==> src/rtl/addsub_pkg.sv <==
// Shared types and elaboration helpers for the serial adder-subtractor.
package addsub_pkg;

    typedef enum logic [1:0] {
        IDLE = 2'd0,
        CALC = 2'd1,
        DONE = 2'd2
    } state_e;

    function automatic bit digit_ok(input int unsigned width, input int unsigned digit);
        return (width >= 2) && (digit >= 1) && (digit <= width) && ((width % digit) == 0);
    endfunction

endpackage

==> src/rtl/serial_digit_slice.sv <==
// Combinational DIGIT-bit adder slice; c_msb is the carry into the slice MSB.
module serial_digit_slice #(
    parameter int DIGIT = 1
) (
    input  logic [DIGIT-1:0] x,
    input  logic [DIGIT-1:0] y,
    input  logic             cin,
    output logic [DIGIT-1:0] s,
    output logic             cout,
    output logic             c_msb
);

    logic [DIGIT:0] total;

    always_comb begin
        total = {1'b0, x} + {1'b0, y} + {{DIGIT{1'b0}}, cin};
        s     = total[DIGIT-1:0];
        cout  = total[DIGIT];
        // Carry into the MSB recovered from the MSB sum bit and its operands.
        c_msb = x[DIGIT-1] ^ y[DIGIT-1] ^ total[DIGIT-1];
    end

endmodule

==> src/rtl/serial_addsub.sv <==
// Digit-serial two's-complement adder-subtractor, LSB-first, valid/ready on both sides.
module serial_addsub
    import addsub_pkg::*;
#(
    parameter int WIDTH = 8,
    parameter int DIGIT = 1
) (
    input  logic             clk,
    input  logic             rst,
    input  logic             in_valid,
    output logic             in_ready,
    input  logic [WIDTH-1:0] a,
    input  logic [WIDTH-1:0] b,
    input  logic             sub,
    output logic             out_valid,
    input  logic             out_ready,
    output logic [WIDTH-1:0] sum,
    output logic             cout,
    output logic             ovf,
    output logic             busy
);

    localparam int STEPS = WIDTH / DIGIT;
    localparam int CW    = (STEPS > 1) ? $clog2(STEPS) : 1;
    localparam logic [CW-1:0] LAST = CW'(STEPS - 1);

    if (!digit_ok(WIDTH, DIGIT)) begin : g_bad_digit
        $error("serial_addsub: DIGIT must divide WIDTH and WIDTH must be >= 2");
    end

    state_e            state_q, state_d;
    logic [WIDTH-1:0]  a_q, a_d;
    logic [WIDTH-1:0]  b_q, b_d;
    logic [WIDTH-1:0]  sum_q, sum_d;
    logic [CW-1:0]     count_q, count_d;
    logic              carry_q, carry_d;
    logic              cout_q, cout_d;
    logic              ovf_q, ovf_d;

    logic [DIGIT-1:0]  slice_s;
    logic              slice_cout;
    logic              slice_cmsb;
    logic [WIDTH-1:0]  sum_next;

    serial_digit_slice #(
        .DIGIT(DIGIT)
    ) u_slice (
        .x     (a_q[DIGIT-1:0]),
        .y     (b_q[DIGIT-1:0]),
        .cin   (carry_q),
        .s     (slice_s),
        .cout  (slice_cout),
        .c_msb (slice_cmsb)
    );

    // A single-step build has no older digits to keep in the result register.
    if (STEPS == 1) begin : g_single
        assign sum_next = slice_s;
    end else begin : g_multi
        assign sum_next = {slice_s, sum_q[WIDTH-1:DIGIT]};
    end

    always_comb begin
        state_d = state_q;
        a_d     = a_q;
        b_d     = b_q;
        sum_d   = sum_q;
        count_d = count_q;
        carry_d = carry_q;
        cout_d  = cout_q;
        ovf_d   = ovf_q;
        unique case (state_q)
            IDLE: begin
                if (in_valid) begin
                    a_d     = a;
                    b_d     = sub ? ~b : b;
                    carry_d = sub;
                    count_d = '0;
                    sum_d   = '0;
                    state_d = CALC;
                end
            end
            CALC: begin
                a_d     = a_q >> DIGIT;
                b_d     = b_q >> DIGIT;
                sum_d   = sum_next;
                carry_d = slice_cout;
                count_d = count_q + 1'b1;
                if (count_q == LAST) begin
                    cout_d  = slice_cout;
                    ovf_d   = slice_cmsb ^ slice_cout;
                    state_d = DONE;
                end
            end
            DONE: begin
                if (out_ready) begin
                    state_d = IDLE;
                end
            end
            default: state_d = IDLE;
        endcase
    end

    always_ff @(posedge clk or posedge rst) begin
        if (rst) begin
            state_q <= IDLE;
            a_q     <= '0;
            b_q     <= '0;
            sum_q   <= '0;
            count_q <= '0;
            carry_q <= 1'b0;
            cout_q  <= 1'b0;
            ovf_q   <= 1'b0;
        end else begin
            state_q <= state_d;
            a_q     <= a_d;
            b_q     <= b_d;
            sum_q   <= sum_d;
            count_q <= count_d;
            carry_q <= carry_d;
            cout_q  <= cout_d;
            ovf_q   <= ovf_d;
        end
    end

    assign in_ready  = (state_q == IDLE);
    assign out_valid = (state_q == DONE);
    assign busy      = (state_q == CALC);
    assign sum       = sum_q;
    assign cout      = cout_q;
    assign ovf       = ovf_q;

endmodule
==> config.mk <==
export PLATFORM = sky130hd
export DESIGN_NAME = serial_addsub
export DESIGN_NICKNAME = d
export VERILOG_FILES = /design/src/rtl/addsub_pkg.sv /design/src/rtl/serial_digit_slice.sv /design/src/rtl/serial_addsub.sv
export SDC_FILE = /design/constraint.sdc
export NUM_CORES = 1
export LEC_CHECK = 0
export CORE_UTILIZATION = 45
export CTS_CLUSTER_SIZE = 12
export DETAILED_ROUTE_END_ITERATION = 8
export PLACE_DENSITY = 0.83
export SYNTH_ARGS = -nofsm -noshare
export SYNTH_HDL_FRONTEND = slang
export SYNTH_SLANG_ARGS = --single-unit
==> constraint.sdc <==
create_clock -name clk -period 1.9 [get_ports clk]
set_input_delay 0.38 -clock clk [delete_from_list [all_inputs] [get_ports clk]]
set_output_delay 0.38 -clock clk [all_outputs]
set_load 0.05 [all_outputs]
==> results of run 1 <==
==> flip-flops by register name, indices dropped and copies added, names as in the netlist <==
register	flops
a_q	8
b_q	8
carry_q	1
count_q	3
cout	1
ovf	1
state_q	2
sum	8
==> power by group <==
| group | switching (W) | internal (W) | leakage [nW] |
|---|---|---|---|
| registers | 0.000186 | 0.000947 | 0.418 |
| clock network | 0.000238 | 0.000322 | 0.0503 |
| logic | 0.000983 | 0.000697 | 0.475 |
==> layer usage <==
layer  vias up  wire (um)  global-route usage, %
met3         4        170                   6.20
met2        43       1650                   32.1
met1       625       1450                   22.6
met5         -          0                      0
li1        612          -                      -
met4         0         25                   6.10
==> synth_stat cells <==
master      n  area share (%)
dfrtp_1    32              48
a22oi_1    14             6.3
a21oi_2    10             5.2
o21ai_2    10             5.2
a22o_1      9             4.7
buf_2       8             2.4
nor2b_1     8             3.0
o21ai_0     8             2.4
xor2_1      8             4.2
and2b_1     7             3.1
nand2_1     6             1.3
a21oi_1     5             1.5
inv_1       5             1.1
a2bb2oi_1   4             2.1
o21ai_1     4             1.2
xnor2_1     3             1.6
ha_1        2             1.5
nand2b_1    2            0.75
buf_1       1            0.22
buf_6       1            0.67
buf_8       1            0.90
fa_1        1             1.2
inv_2       1            0.22
nand3b_1    1            0.45
nor2_1      1            0.22
o21bai_1    1            0.45
==> through the flow <==
step	power (W)	hold WS [ns]	utilization (%)	instance area, um^2
2_1_floorplan	0.00234	0.466	-	1670
3_3_place_gp	0.00276	0.476	59.5	2050
3_5_place_dp	0.00283	0.477	59.5	2050
4_1_cts	0.00340	0.492	62.3	2140
5_1_grt	0.00359	0.509	62.4	2150
6_report	0.00337	0.483	62.4	2150
==> worst max path at each step <==
stage	startpoint	endpoint
after floorplan	state_q[1]	in_ready
after global placement	in_valid	a_q[3]
final	sum[4]	sum[4]
after CTS	state_q[1]	busy
after global routing	sum[4]	sum[4]
after detailed placement	in_valid	a_q[4]
==> repair_timing <==
item	in CTS	in global routing
gates resized for setup	0	2
buffers inserted	0	0
setup endpoints to repair	0	1
==> area by class of cell <==
cell class | instances | area [um^2]
Fill cell | 282 | 1290
Clock buffer | 7 | 96.3
Inverter | 6 | 25.0
Timing Repair Buffer | 38 | 390
Tap cell | 46 | 57.6
Sequential cell | 32 | 801
Multi-Input combinational cell | 104 | 777
==> logic make-up after synthesis <==
logic type	synth area share, %
AOI/OAI and AO/OA	29.1
DFF	47.9
and+or+nand+nor	8.91
buffers and inverters	5.54
xor gates and xnor gates	5.77
adders and majority gates	2.70
==> results.json, run 1 <==
{
  "period_share_pct": 97.1,
  "crit_path_start_kind": "register",
  "initial_core_util_pct": 48.5,
  "dpl_worst_slack_ns": -0.0568,
  "cp_num_buf_inv": 1,
  "htreeDepth": 2,
  "die_area_um2": 3960,
  "rsz0062_at_grt": "no",
  "crit_type": "reg2out",
  "grt_antenna_before_repair": 0,
  "drive_gt1_share_pct": 20.9,
  "die_h_um": 62.9,
  "fin_crit_ns": 1.85,
  "synth-seq-cells": 32,
  "worstMarginPinSlew_ns": 0.771,
  "hold_end": "ovf",
  "setup_tns_ns": 0,
  "slew_headroom_pct": 48.6,
  "grt_usage_pct": 19.0,
  "cpPeakStageDelay_ns": 0.81,
  "cts_sinks": 32,
  "gp_congestion": 0.780,
  "cts.path.max_buffers": 2,
  "peakVddDrop_mv": 0.598,
  "setup_viol": 0,
  "status": "finished, final reports clean",
  "final_common_cell": "dfrtp_1",
  "ff2ff_path_depth": 3,
  "r2r_end": "a_q[4]",
  "portBuffers": 33,
  "syn_area_per_cell_um2": 10.9,
  "ant_nets": 0,
  "hp-class": "reg2reg",
  "drv_cap": 0,
  "crit_arrival_ns": 1.47,
  "synthCells": 153,
  "min-delay-start": "ovf",
  "setup_slack_ns": 0.0549,
  "antenna-diode-count": 0,
  "wl_mm": 3.29,
  "crit_chain": "clkdlybuf4s50_1",
  "cp-end-kind": "primary output",
  "ios": 34,
  "final_cell_mix": "dfrtp_1, clkdlybuf4s50_1, a22oi_1, a21oi_2, o21ai_2",
  "leakage_nw": 0.943,
  "routed_via_density": 5.51,
  "drc": 0,
  "reg2reg_from": "state_q[1]",
  "cts_hold_buf": 0,
  "final-hold-violation-count": 0,
  "seq_area_frac_synth_pct": 47.9,
  "path_max_fanout": 3,
  "syn-num-nets": 177,
  "vias": 1284,
  "syn_area_um2": 1670,
  "hold_path_depth": 2,
  "cp.required_ns": 1.52,
  "rrSetupSlack_ns": 0.30,
  "slowest_stage": "clkdlybuf4s50_1",
  "yosysWarnings": 0,
  "core_um2": 3440,
  "dp_hpwl_mm": 2.28,
  "first_pass_iters": 4,
  "initialDrtViolationCount": 58,
  "cpLargestDelayFamily": "buffers and inverters",
  "clk_latency_ns": 0.28,
  "worst_clock_skew_ns": 0.00294,
  "routedWlPerCell_um": 14.1,
  "nets": 211,
  "max_freq_mhz": 542,
  "die_x_um": 62.9,
  "num_rows": 21,
  "gr-total-overflow": 0,
  "crit_cells": 1,
  "area_delta_synth_final_pct": 28.5,
  "numCtsBuffers": 5,
  "fin_cells": 233,
  "grt_pass1_vias": 1259,
  "p_per_area_nw_per_um2": 1570,
  "cts-root-buf": "clkbuf_8",
  "grt_max_degree": 33,
  "synth_cell_types": 26,
  "cts_tree": "built",
  "place_inst": 226,
  "grt_pass1_wl_mm": 5.75,
  "slew_violations": 0,
  "clk_pin_slew_worst_paths_ns": 0.06
}
(Power assumes the default switching activity.)
==> inputs of run 2 (changes only) <==
--- a/config.mk
+++ b/config.mk
@@ -5,10 +5,11 @@
 export SDC_FILE = /design/constraint.sdc
 export NUM_CORES = 1
 export LEC_CHECK = 0
-export CORE_UTILIZATION = 45
+export CORE_UTILIZATION = 40
 export CTS_CLUSTER_SIZE = 12
 export DETAILED_ROUTE_END_ITERATION = 8
-export PLACE_DENSITY = 0.83
+export DONT_BUFFER_PORTS = 1
+export PLACE_DENSITY = 0.66
 export SYNTH_ARGS = -nofsm -noshare
 export SYNTH_HDL_FRONTEND = slang
 export SYNTH_SLANG_ARGS = --single-unit
==> run 2 against run 1 <==
  * Flip-flop and latch count did not move
  * Register-to-register slack worse by 0.10 ns
  * Die area grew 12%
  * Hold slack got worse by 0.42 ns
  * Final cell count is 12% lower
  * Design area down 16%
  * Largest cell class unchanged
  * Critical endpoint is now busy
  * Critical path depth rose by 2
  * Sequential share of layout area is 7.0 points higher
  * Clock power is 14% lower
==> results.json, run 2 (synthesized netlist as in run 1, its figures left out) <==
{
  "rsz0062_at_grt": "no",
  "cts.repair.resized": 0,
  "power_w": 0.00304,
  "hp-class": "in2async",
  "slew_violations": 0,
  "placed_cell_area_um2": 1730,
  "area_delta_synth_final_pct": 8.24,
  "final_common_cell": "dfrtp_1",
  "fin_cells": 206,
  "status": "finished, final reports clean",
  "setup_tns_ns": 0,
  "cts_sinks": 32,
  "cts.path.max_buffers": 2,
  "routedWlPerCell_um": 15.3,
  "setup_viol": 0,
  "grtUsageMet3_pct": 5.31,
  "drive_gt1_share_pct": 21.8,
  "htreeDepth": 2,
  "numCtsBuffers": 5,
  "cp.required_ns": 1.52,
  "cts_setup_buffers": 0,
  "period_share_pct": 94.4,
  "cts-root-buf": "clkbuf_8",
  "core_um2": 4000,
  "grt_use_met2_pct": 25.3,
  "clk_latency_ns": 0.28,
  "worst_clock_skew_ns": 0.00696,
  "global_route.usage.met1_pct": 20.3,
  "p_per_area_nw_per_um2": 1680,
  "drv_cap": 0,
  "cts_tree": "built",
  "wl_mm": 3.15,
  "crit_path_start_kind": "register",
  "ant_nets": 0,
  "slew_headroom_pct": 45.8,
  "grt_antenna_before_repair": 0,
  "gp_congestion": 0.824,
  "portBuffers": 0,
  "initial_core_util_pct": 41.8,
  "cp-end-kind": "primary output",
  "peakVddDrop_mv": 0.621,
  "fin_crit_ns": 1.79,
  "grt_max_degree": 33,
  "initialDrtViolationCount": 67,
  "crit_arrival_ns": 1.41,
  "grt_pass1_wl_mm": 5.33,
  "die_h_um": 66.6,
  "first_pass_iters": 4,
  "drc": 0,
  "routed_via_density": 5.49,
  "max_freq_mhz": 557,
  "grt_usage_pct": 16.4,
  "worstMarginPinSlew_ns": 0.813,
  "grt_pass1_vias": 1152,
  "cp_num_buf_inv": 2,
  "die_x_um": 66.6,
  "antenna-diode-count": 0,
  "gr-total-overflow": 0,
  "cts_hold_buf": 0,
  "crit_type": "reg2out",
  "vias": 1131,
  "ios": 34,
  "dp_hpwl_mm": 2.18,
  "holdWs_ns": 0.0670,
  "final_cell_mix": "dfrtp_1, a22oi_1, a21oi_2, o21ai_2, a22o_1",
  "leakage_nw": 0.803,
  "die_area_um2": 4440,
  "num_rows": 23,
  "clk_pin_slew_worst_paths_ns": 0.07,
  "place_inst": 199,
  "path_max_fanout": 16,
  "crit_chain": "nand2b_1, inv_4, buf_12",
  "final-hold-violation-count": 0,
  "grt.busiest_layer": "met2",
  "cpPeakStageDelay_ns": 0.50,
  "nets": 180,
  "finalInstanceArea_um2": 1810,
  "slowest_stage": "dfrtp_1",
  "cpLargestDelayFamily": "flip-flops"
}
## run 2: changes by cell type in the layout (fill, tap and decap cells not counted), sizes merged
cell / change
buf: -4
clkbuf: -1
clkdlybuf4s50: -27
clkinv: +1
## run 2: layout make-up
class | count | area (um^2)
Multi-Input combinational cell | 104 | 777
Fill cell | 376 | 2190
Clock inverter | 1 | 5.00
Clock buffer | 6 | 72.6
Tap cell | 50 | 62.6
Timing Repair Buffer | 7 | 65.1
Sequential cell | 32 | 801
Inverter | 6 | 25.0
## run 2: through the flow
stage / setup slack, ns / util (%)
floorplan: 0.156 / -
global placement: 0.318 / 43.2
detailed placement: 0.192 / 43.2
CTS: 0.0696 / 45.1
global route: 0.0172 / 45.2
finish: 0.106 / 45.2
## run 2: routing by layer
layer,vias to the layer above,share of wire (%),routed length [um]
li1,551,-,-
met1,548,47,1480
met2,28,47,1480
met3,4,4.8,152
met4,0,1.4,43
met5,-,0,0
## run 2: worst paths after layout
kind                            start          to  slack (ns)  cells after the start
max in group asynchronous         rst      b_q[6]        1.54                      2
min in group clk            out_ready  state_q[1]        0.25                      1
min                               rst      sum[5]        0.07                      2
max reg2reg                state_q[1]      a_q[6]        0.20                      3
max                        state_q[1]        busy        0.11                      3
min reg2reg                   carry_q     carry_q        0.51                      2
## run 2: power by group
group | leakage (nW) | internal (W) | total, W | switching (W)
Combinational | 0.345 | 0.000510 | 0.00110 | 0.000591
Sequential | 0.418 | 0.000940 | 0.00146 | 0.000518
Clock | 0.0410 | 0.000249 | 0.000484 | 0.000235
